File: src/rtl/prog_loader_pkg.sv
// Shared constants and types for the CHIP-8 program loader.
// Holds the load base address, framing byte values, err_code encodings
// and the loader state encoding.
package prog_loader_pkg;

  localparam logic [11:0] PROG_BASE = 12'h200;
  localparam logic [7:0]  SYNC_BYTE = 8'hC8;
  localparam logic [7:0]  ACK_BYTE  = 8'h06;
  localparam logic [7:0]  NAK_BYTE  = 8'h15;

  localparam int MAX_LEN_DEFAULT = 3584;
  localparam int TIMEOUT_DEFAULT = 1000000;

  typedef enum logic [1:0] {
    ERR_NONE    = 2'd0,
    ERR_LEN     = 2'd1,
    ERR_CHK     = 2'd2,
    ERR_TIMEOUT = 2'd3
  } err_code_t;

  typedef enum logic [2:0] {
    ST_HUNT  = 3'd0,
    ST_LEN_H = 3'd1,
    ST_LEN_L = 3'd2,
    ST_DATA  = 3'd3,
    ST_CHK   = 3'd4
  } state_t;

  // A length is usable when it is non-zero and fits between PROG_BASE and 0xFFF.
  function automatic logic len_ok(input logic [11:0] len, input int max_len);
    return (len != 12'd0) && (int'(len) <= max_len);
  endfunction

endpackage

File: src/rtl/prog_loader_if.sv
// Loader-side bundle: UART receive strobe in, program memory write port,
// interpreter run control, status pulses and the optional echo stream.
// master = the loader, slave = the surrounding system (UART, memory, host).
interface prog_loader_if;
  logic [7:0]  rx_i;
  logic        rx_i_v;
  logic        we;
  logic [11:0] waddr;
  logic [7:0]  d;
  logic        run;
  logic        done;
  logic        err;
  logic [1:0]  err_code;
  logic [7:0]  tx_o;
  logic        tx_o_v;

  modport master (
    input  rx_i, rx_i_v,
    output we, waddr, d, run, done, err, err_code, tx_o, tx_o_v
  );

  modport slave (
    output rx_i, rx_i_v,
    input  we, waddr, d, run, done, err, err_code, tx_o, tx_o_v
  );
endinterface

File: src/rtl/prog_loader_rx_timeout.sv
// Inter-byte idle timer: down-counter reloaded on clear or while disabled,
// terminal count at zero gives a one-cycle expired pulse and reloads.
module rx_timeout #(
  parameter int TERMINAL = 1000000
) (
  input  logic clk,
  input  logic rst_n,
  input  logic clr,
  input  logic en,
  output logic expired
);
  localparam int W = (TERMINAL > 1) ? $clog2(TERMINAL) : 1;
  localparam logic [W-1:0] LOAD = W'(TERMINAL - 1);

  logic [W-1:0] cnt;

  // Expiry is decoded from the register so the loader sees it in the same
  // cycle as any coincident strobe and can let the timeout win.
  assign expired = en && (cnt == '0);

  // Count down while enabled; any strobe, idle state or expiry restarts it.
  always_ff @(posedge clk or negedge rst_n) begin
    if (!rst_n) begin
      cnt <= LOAD;
    end else if (clr || !en || expired) begin
      cnt <= LOAD;
    end else begin
      cnt <= cnt - W'(1);
    end
  end
endmodule

File: src/rtl/prog_loader.sv
// CHIP-8 program loader: parses SYNC/LEN/payload/CHK frames from the UART
// and writes the payload into program RAM from PROG_BASE upward, holding
// the interpreter (run=0) until a frame passes its checksum.
// Optional macro PROG_LOADER_ECHO_EN: echo accepted bytes plus ACK/NAK on tx_o.
//
// state    | meaning
// ST_HUNT  | waiting for SYNC, other bytes ignored
// ST_LEN_H | expecting length high nibble
// ST_LEN_L | expecting length low byte, length checked here
// ST_DATA  | writing payload bytes to memory
// ST_CHK   | expecting checksum byte
module prog_loader
  import prog_loader_pkg::*;
#(
  parameter int MAX_LEN        = MAX_LEN_DEFAULT,
  parameter int TIMEOUT_CYCLES = TIMEOUT_DEFAULT
) (
  input logic            clk,
  input logic            rst_n,
  prog_loader_if.master  bus
);

  state_t      state;
  logic [3:0]  len_h;
  logic [11:0] addr;
  logic [11:0] remaining;
  logic [7:0]  chk;
  logic        expired;
  logic [11:0] len_rx;

  logic        we_q;
  logic [11:0] waddr_q;
  logic [7:0]  d_q;
  logic        run_q;
  logic        done_q;
  logic        err_q;
  err_code_t   err_code_q;

  assign len_rx = {len_h, bus.rx_i};

  rx_timeout #(.TERMINAL(TIMEOUT_CYCLES)) u_rx_timeout (
    .clk     (clk),
    .rst_n   (rst_n),
    .clr     (bus.rx_i_v),
    .en      (state != ST_HUNT),
    .expired (expired)
  );

  // Frame parser with registered memory-port and status outputs.
  always_ff @(posedge clk or negedge rst_n) begin
    if (!rst_n) begin
      state      <= ST_HUNT;
      len_h      <= '0;
      addr       <= PROG_BASE;
      remaining  <= '0;
      chk        <= '0;
      we_q       <= 1'b0;
      waddr_q    <= PROG_BASE;
      d_q        <= '0;
      run_q      <= 1'b0;
      done_q     <= 1'b0;
      err_q      <= 1'b0;
      err_code_q <= ERR_NONE;
    end else begin
      we_q   <= 1'b0;
      done_q <= 1'b0;
      err_q  <= 1'b0;
      if (expired) begin
        // A strobe in this same cycle is deliberately dropped.
        err_q      <= 1'b1;
        err_code_q <= ERR_TIMEOUT;
        state      <= ST_HUNT;
      end else if (bus.rx_i_v) begin
        unique case (state)
          ST_HUNT: begin
            if (bus.rx_i == SYNC_BYTE) begin
              run_q <= 1'b0;
              state <= ST_LEN_H;
            end
          end
          ST_LEN_H: begin
            len_h <= bus.rx_i[3:0];
            state <= ST_LEN_L;
          end
          ST_LEN_L: begin
            if (len_ok(len_rx, MAX_LEN)) begin
              chk       <= '0;
              addr      <= PROG_BASE;
              remaining <= len_rx;
              state     <= ST_DATA;
            end else begin
              err_q      <= 1'b1;
              err_code_q <= ERR_LEN;
              state      <= ST_HUNT;
            end
          end
          ST_DATA: begin
            we_q      <= 1'b1;
            waddr_q   <= addr;
            d_q       <= bus.rx_i;
            addr      <= addr + 12'd1;
            chk       <= chk + bus.rx_i;
            remaining <= remaining - 12'd1;
            if (remaining == 12'd1) state <= ST_CHK;
          end
          ST_CHK: begin
            if (bus.rx_i == chk) begin
              done_q     <= 1'b1;
              run_q      <= 1'b1;
              err_code_q <= ERR_NONE;
            end else begin
              err_q      <= 1'b1;
              err_code_q <= ERR_CHK;
            end
            state <= ST_HUNT;
          end
          default: state <= ST_HUNT;
        endcase
      end
    end
  end

  assign bus.we       = we_q;
  assign bus.waddr    = waddr_q;
  assign bus.d        = d_q;
  assign bus.run      = run_q;
  assign bus.done     = done_q;
  assign bus.err      = err_q;
  assign bus.err_code = err_code_q;

`ifdef PROG_LOADER_ECHO_EN
  logic       accepted;
  logic       frame_end;
  logic [7:0] tx_q;
  logic       tx_v_q;
  logic       pend;
  logic [7:0] pend_byte;

  assign accepted  = bus.rx_i_v && !expired &&
                     ((state != ST_HUNT) || (bus.rx_i == SYNC_BYTE));
  assign frame_end = (state == ST_CHK) ||
                     ((state == ST_LEN_L) && !len_ok(len_rx, MAX_LEN));

  // Echo each accepted byte; the closing ACK/NAK follows one cycle after the
  // last echoed byte. If a new SYNC lands in that slot its echo is dropped.
  always_ff @(posedge clk or negedge rst_n) begin
    if (!rst_n) begin
      tx_q      <= '0;
      tx_v_q    <= 1'b0;
      pend      <= 1'b0;
      pend_byte <= '0;
    end else begin
      tx_v_q <= 1'b0;
      pend   <= 1'b0;
      if (expired) begin
        tx_q   <= NAK_BYTE;
        tx_v_q <= 1'b1;
      end else if (pend) begin
        tx_q   <= pend_byte;
        tx_v_q <= 1'b1;
      end else if (accepted) begin
        tx_q   <= bus.rx_i;
        tx_v_q <= 1'b1;
      end
      if (accepted && frame_end) begin
        pend      <= 1'b1;
        pend_byte <= ((state == ST_CHK) && (bus.rx_i == chk)) ? ACK_BYTE : NAK_BYTE;
      end
    end
  end

  assign bus.tx_o   = tx_q;
  assign bus.tx_o_v = tx_v_q;
`else
  assign bus.tx_o   = '0;
  assign bus.tx_o_v = 1'b0;
`endif

endmodule

File: src/flat_wrapper.sv
// flat-port wrapper written by rule: the top's interface ports become plain ports
module prog_loader_flat import prog_loader_pkg::*;
#(
  parameter int MAX_LEN        = MAX_LEN_DEFAULT,
  parameter int TIMEOUT_CYCLES = TIMEOUT_DEFAULT
)
  (clk, rst_n, bus_rx_i, bus_rx_i_v, bus_we, bus_waddr, bus_d, bus_run, bus_done, bus_err, bus_err_code, bus_tx_o, bus_tx_o_v);
  prog_loader_if bus_i ();
  input logic clk;
  input logic rst_n;
  input wire logic [$bits(bus_i.rx_i)-1:0] bus_rx_i;
  input wire logic [$bits(bus_i.rx_i_v)-1:0] bus_rx_i_v;
  output wire logic [$bits(bus_i.we)-1:0] bus_we;
  output wire logic [$bits(bus_i.waddr)-1:0] bus_waddr;
  output wire logic [$bits(bus_i.d)-1:0] bus_d;
  output wire logic [$bits(bus_i.run)-1:0] bus_run;
  output wire logic [$bits(bus_i.done)-1:0] bus_done;
  output wire logic [$bits(bus_i.err)-1:0] bus_err;
  output wire logic [$bits(bus_i.err_code)-1:0] bus_err_code;
  output wire logic [$bits(bus_i.tx_o)-1:0] bus_tx_o;
  output wire logic [$bits(bus_i.tx_o_v)-1:0] bus_tx_o_v;
  assign bus_i.rx_i = bus_rx_i;
  assign bus_i.rx_i_v = bus_rx_i_v;
  assign bus_we = bus_i.we;
  assign bus_waddr = bus_i.waddr;
  assign bus_d = bus_i.d;
  assign bus_run = bus_i.run;
  assign bus_done = bus_i.done;
  assign bus_err = bus_i.err;
  assign bus_err_code = bus_i.err_code;
  assign bus_tx_o = bus_i.tx_o;
  assign bus_tx_o_v = bus_i.tx_o_v;
  prog_loader #(.MAX_LEN(MAX_LEN), .TIMEOUT_CYCLES(TIMEOUT_CYCLES)) u_core (.clk(clk), .rst_n(rst_n), .bus(bus_i));
endmodule
File: config.mk
export PLATFORM = sky130hd
export DESIGN_NAME = prog_loader_flat
export DESIGN_NICKNAME = d
export VERILOG_FILES = /design/src/rtl/prog_loader_pkg.sv /design/src/rtl/prog_loader_if.sv /design/src/rtl/prog_loader_rx_timeout.sv /design/src/rtl/prog_loader.sv /design/src/flat_wrapper.sv
export SDC_FILE = /design/constraint.sdc
export NUM_CORES = 1
export LEC_CHECK = 0
export BUFFER_PORTS_ARGS = -buffer_cell sky130_fd_sc_hd__buf_2
export CAP_MARGIN = 10
export CORE_UTILIZATION = 40
export CTS_CLUSTER_SIZE = 40
export DETAILED_ROUTE_END_ITERATION = 12
export SYNTH_ARGS = -nofsm -noshare
export SYNTH_HDL_FRONTEND = slang
export SYNTH_SLANG_ARGS = --single-unit
export TNS_END_PERCENT = 5
File: constraint.sdc
create_clock -name clk -period 6.32 [get_ports clk]
set_input_delay 0.316 -clock clk [delete_from_list [all_inputs] [get_ports clk]]
set_output_delay 0.316 -clock clk [all_outputs]
set_load 0.005 [all_outputs]
==> qor.csv <==
stage;metric;value;unit
detailed_routing;final wirelength;9930;um
logic_synthesis;Synth Area in Simple Gates;0.181;
layout;final net count;492;
critical_path;required time of the critical path;6510;ps
place;Placer Congestion;0.807;
layout;share of post-route cells with drive strength above 1;0.232;
logic_synthesis;flip-flop cell with the highest count after synthesis;dfrtp_1;
layout;number of standard cells in the layout, taps in and fillers out;614;
sta;number of setup violations in the final report;0;
global_routing;GRT Resource Usage Total;0.187;
global_routing;initial antenna violation count;0;
logic_synthesis;fraction of the mapped netlist area in adder cells;0.0347;
sta;slew at the pin closest to its max-slew limit;1020;ps
layout;final core utilization;0.468;
logic_synthesis;cells taking the most area after synthesis;dfrtp_1, dfstp_2, mux2_2, nor2_1, xnor2_1;
logic_synthesis;area share of the largest cell type after synthesis;0.391;
cts;buffer type at the clock tree root;clkbuf_16;
sta;accumulated negative setup slack;0;ps
global_routing;wire length of the first global-routing pass;17000;um
power_and_ir_drop;power per standard cell area;395;mW/mm^2
global_routing;vias in the first global route;3380;
detailed_routing;routed via count;3425;
power_and_ir_drop;switching power share of the total;0.347;
power_and_ir_drop;Clk pwr share;0.277;
sta;highest clock rate;312;MHz
cts;sink count of the clock tree;85;
sta;Setup WS post-layout;3120;ps
place;number of port buffers;36;
die;starting utilization of the core area;0.415;
sta;final number of max-transition violations;0;
cts;CTS H-Tree Depth;3;
critical_path;CP max FO;25;
place;Worst Setup Slack post-DPL;3110;ps
critical_path;WP data arrival;3400;ps
sta;worst hold slack;302;ps
place;Cells after DPL;597;
logic_synthesis;post-synthesis xor/xnor area fraction;0.0386;
power_and_ir_drop;total internal power;1.32;mW
detailed_routing;DR vias/cell;5.58;
place;post-detailed-placement half-perimeter wirelength;6760;um
die;CORE AREA;0.0109;sq mm
die;top-level port count;46;
run_status;result of the run;finished clean;
power_and_ir_drop;static leakage power;2.20;nW
critical_path;Crit. End Element;flop;
worst_hold_path;class of the tightest hold or removal check;input pin to flop;
detailed_routing;WL/cell;16.2;um
die;area enclosed by the die boundary;0.0118;sq mm
flow_run;max-capacitance violation count;0;
cts;TritonCTS clock tree;built;
layout;area growth from synthesis to final layout;12.8;%
die;height of the die;109;um
cts;Post-CTS Setup Repair Bufs;0;
power_and_ir_drop;proportion of power drawn by flip-flops and latches;0.393;
logic_synthesis;EDFF count, synth;0;
sta;RSZ-0062 raised after global routing;false;
logic_synthesis;synthesized instance count;443;
global_routing;pin count of the biggest net entering global routing;83;
logic_synthesis;multiplexer share of the synthesized area;0.0739;
layout;diode count;0;
sta;number of failing hold endpoints at the final stage;0;
cts;insertion delay of the later-clocked pin in the worst-skew pair;330;ps
logic_synthesis;share of flip-flops with an asynchronous set or reset;1.00;
logic_synthesis;top cell type by total area after synthesis;dfrtp_1;
cts;worst-case clock buffer depth;2;
global_routing;total overflow reported by the global router;0;
sta;worst max-slew margin expressed relative to the limit;0.318;
cts;TritonCTS Buffers;9;
die;Die X-Extent;109;um
logic_synthesis;main combinational cell family by area after synthesis;simple AND/OR/NAND/NOR gates;
detailed_routing;Antenna Violating Nets Remaining;0;
logic_synthesis;portion of the post-synthesis area used by sequential elements;0.472;
power_and_ir_drop;switching power;0.701;mW
power_and_ir_drop;worst vdd ir;0.000188;V
detailed_routing;residual DRC count;0;
sta;fraction of the cycle the final worst path needs;0.507;
detailed_routing;TritonRoute pass-1 iters;4;
cts;clock input transition at the sequential cells of the worst setup and hold paths;60;ps
logic_synthesis;post-synth design cell area;0.00454;sq mm
sta;final period demand of the worst path;3200;ps
die;site row count;38;
logic_synthesis;mean post-synth cell area;10.2;sq um
logic_synthesis;Synth cell types;66;
power_and_ir_drop;combinational cell fraction of total power;0.330;
critical_path;worst setup path category;flop to flop;
critical_path;Startpoint Class;flop;
logic_synthesis;area fraction in compound gates after synthesis;0.150;
detailed_routing;detailed router's first-iteration violation count;146;
sta;Max Clock Skew;12.1;ps
cts;number of gates resized after CTS;0;
logic_synthesis;Synth Warn #;0;
logic_synthesis;flops & latches, synth;85;
[logic make-up after synthesis]
group | count (synthesis)
compound gates | 96
xor+xnor | 20
fa+ha+maj | 12
buf+inv | 44
flops | 85
mux | 30
other cells | 1
simple gates | 155
[per-stage QoR]
stage | area, sq um | total power [mW]
after global routing | 5120 | 2.16
after detailed placement | 4790 | 1.47
after CTS | 5120 | 2.04
final | 5120 | 2.02
after floorplan | 4570 | 1.28
after global placement | 4790 | 1.45
[cells in the final DEF, fill, tap and decap left out, types with 8 or more instances in the layout]
| cell | count |
|---|---|
| dfrtp_1 | 71 |
| nor2_1 | 40 |
| buf_2 | 35 |
| nand2_1 | 31 |
| mux2_2 | 27 |
| nor3_1 | 17 |
| xnor2_1 | 17 |
| a21oi_1 | 17 |
| o21ai_0 | 17 |
| o41ai_1 | 14 |
| dfstp_2 | 14 |
| nand3_1 | 13 |
| ha_1 | 11 |
| nor4_1 | 10 |
| inv_1 | 9 |
| a31oi_1 | 9 |
| conb_1 | 9 |
| clkbuf_16 | 9 |
| or3_1 | 8 |
[critical path: stages, from the launching register on]
cell	delay, ps
dfstp_2	380
inv_1	60
ha_1	200
or4b_4	520
or4_4	550
o21ai_4	590
or3_1	570
o21ai_0	180
[state kept, by name (all words and copies together), names as in the netlist, 2 cells and up]
name	cells
u_core.bus.d	8
u_core.remaining	12
u_core.len_h	4
u_core.bus.err_code	2
u_core.u_rx_timeout.cnt	20
u_core.addr	12
u_core.state	3
u_core.bus.waddr	12
u_core.chk	8
[what timing repair did]
action,4_1_cts,5_1_grt
endpoints found under the setup margin,0,0
hold endpoints to repair,3,0
hold buffers,1,0
[area by class of cell]
cell class	count	area (sq um)
clock inverters	5	83.8
flip-flops and latches	85	2140
multi-input cells	322	2220
well taps	140	175
fillers	1035	5820
clock buffers	11	233
repair buffers	42	230
inverters	9	33.8
[power groups by stage]
stage | combinational (mW) | clock (mW) | sequential (mW)
final | 0.666 | 0.560 | 0.795
after detailed placement | 0.669 | 0 | 0.802
after global routing | 0.750 | 0.596 | 0.818
after global placement | 0.653 | 0 | 0.798
after CTS | 0.672 | 0.574 | 0.795
after floorplan | 0.505 | 0 | 0.777
[metal layers]
metal  vias up  global-route usage  wire length (um)  share of wire
li1       1658                   -                 -              -
met1      1702               0.241              4510           0.45
met2        61               0.319              4970           0.50
met3         4              0.0386               371          0.037
met4         0              0.0492                78         0.0079
met5         -                   0                 0              0
[path summary, 6_finish.rpt]
check | startpoint | to | slack [ps] | depth (start not counted)
setup / recovery | u_core.u_rx_timeout.cnt[0] | u_core.remaining[10] | 3120 | 7
hold reg to reg | u_core.u_rx_timeout.cnt[0] | u_core.u_rx_timeout.cnt[0] | 470 | 1
setup reg to reg | u_core.u_rx_timeout.cnt[0] | u_core.remaining[10] | 3120 | 7
max in group asynchronous | rst_n | u_core.chk[0] | 4830 | 3
min in group asynchronous | rst_n | u_core.bus.d[6] | 320 | 2
hold / removal | bus_rx_i[2] | u_core.len_h[2] | 300 | 2
[cells in the mapped netlist, types with 5 or more instances]
| cell type | count |
|---|---|
| a31oi_1 | 9 |
| or3_1 | 8 |
| nand2_1 | 31 |
| o21ai_0 | 17 |
| a22o_1 | 5 |
| o41ai_1 | 14 |
| dfrtp_1 | 71 |
| xnor2_1 | 17 |
| nand3_1 | 13 |
| dfstp_2 | 14 |
| buf_2 | 6 |
| nor3_1 | 17 |
| a21oi_1 | 17 |
| buf_4 | 10 |
| nor4_1 | 10 |
| inv_1 | 9 |
| and3_1 | 6 |
| clkbuf_1 | 17 |
| nor2_1 | 40 |
| ha_1 | 11 |
| mux2_2 | 27 |
No activity file was read; power rests on OpenSTA's default activity.
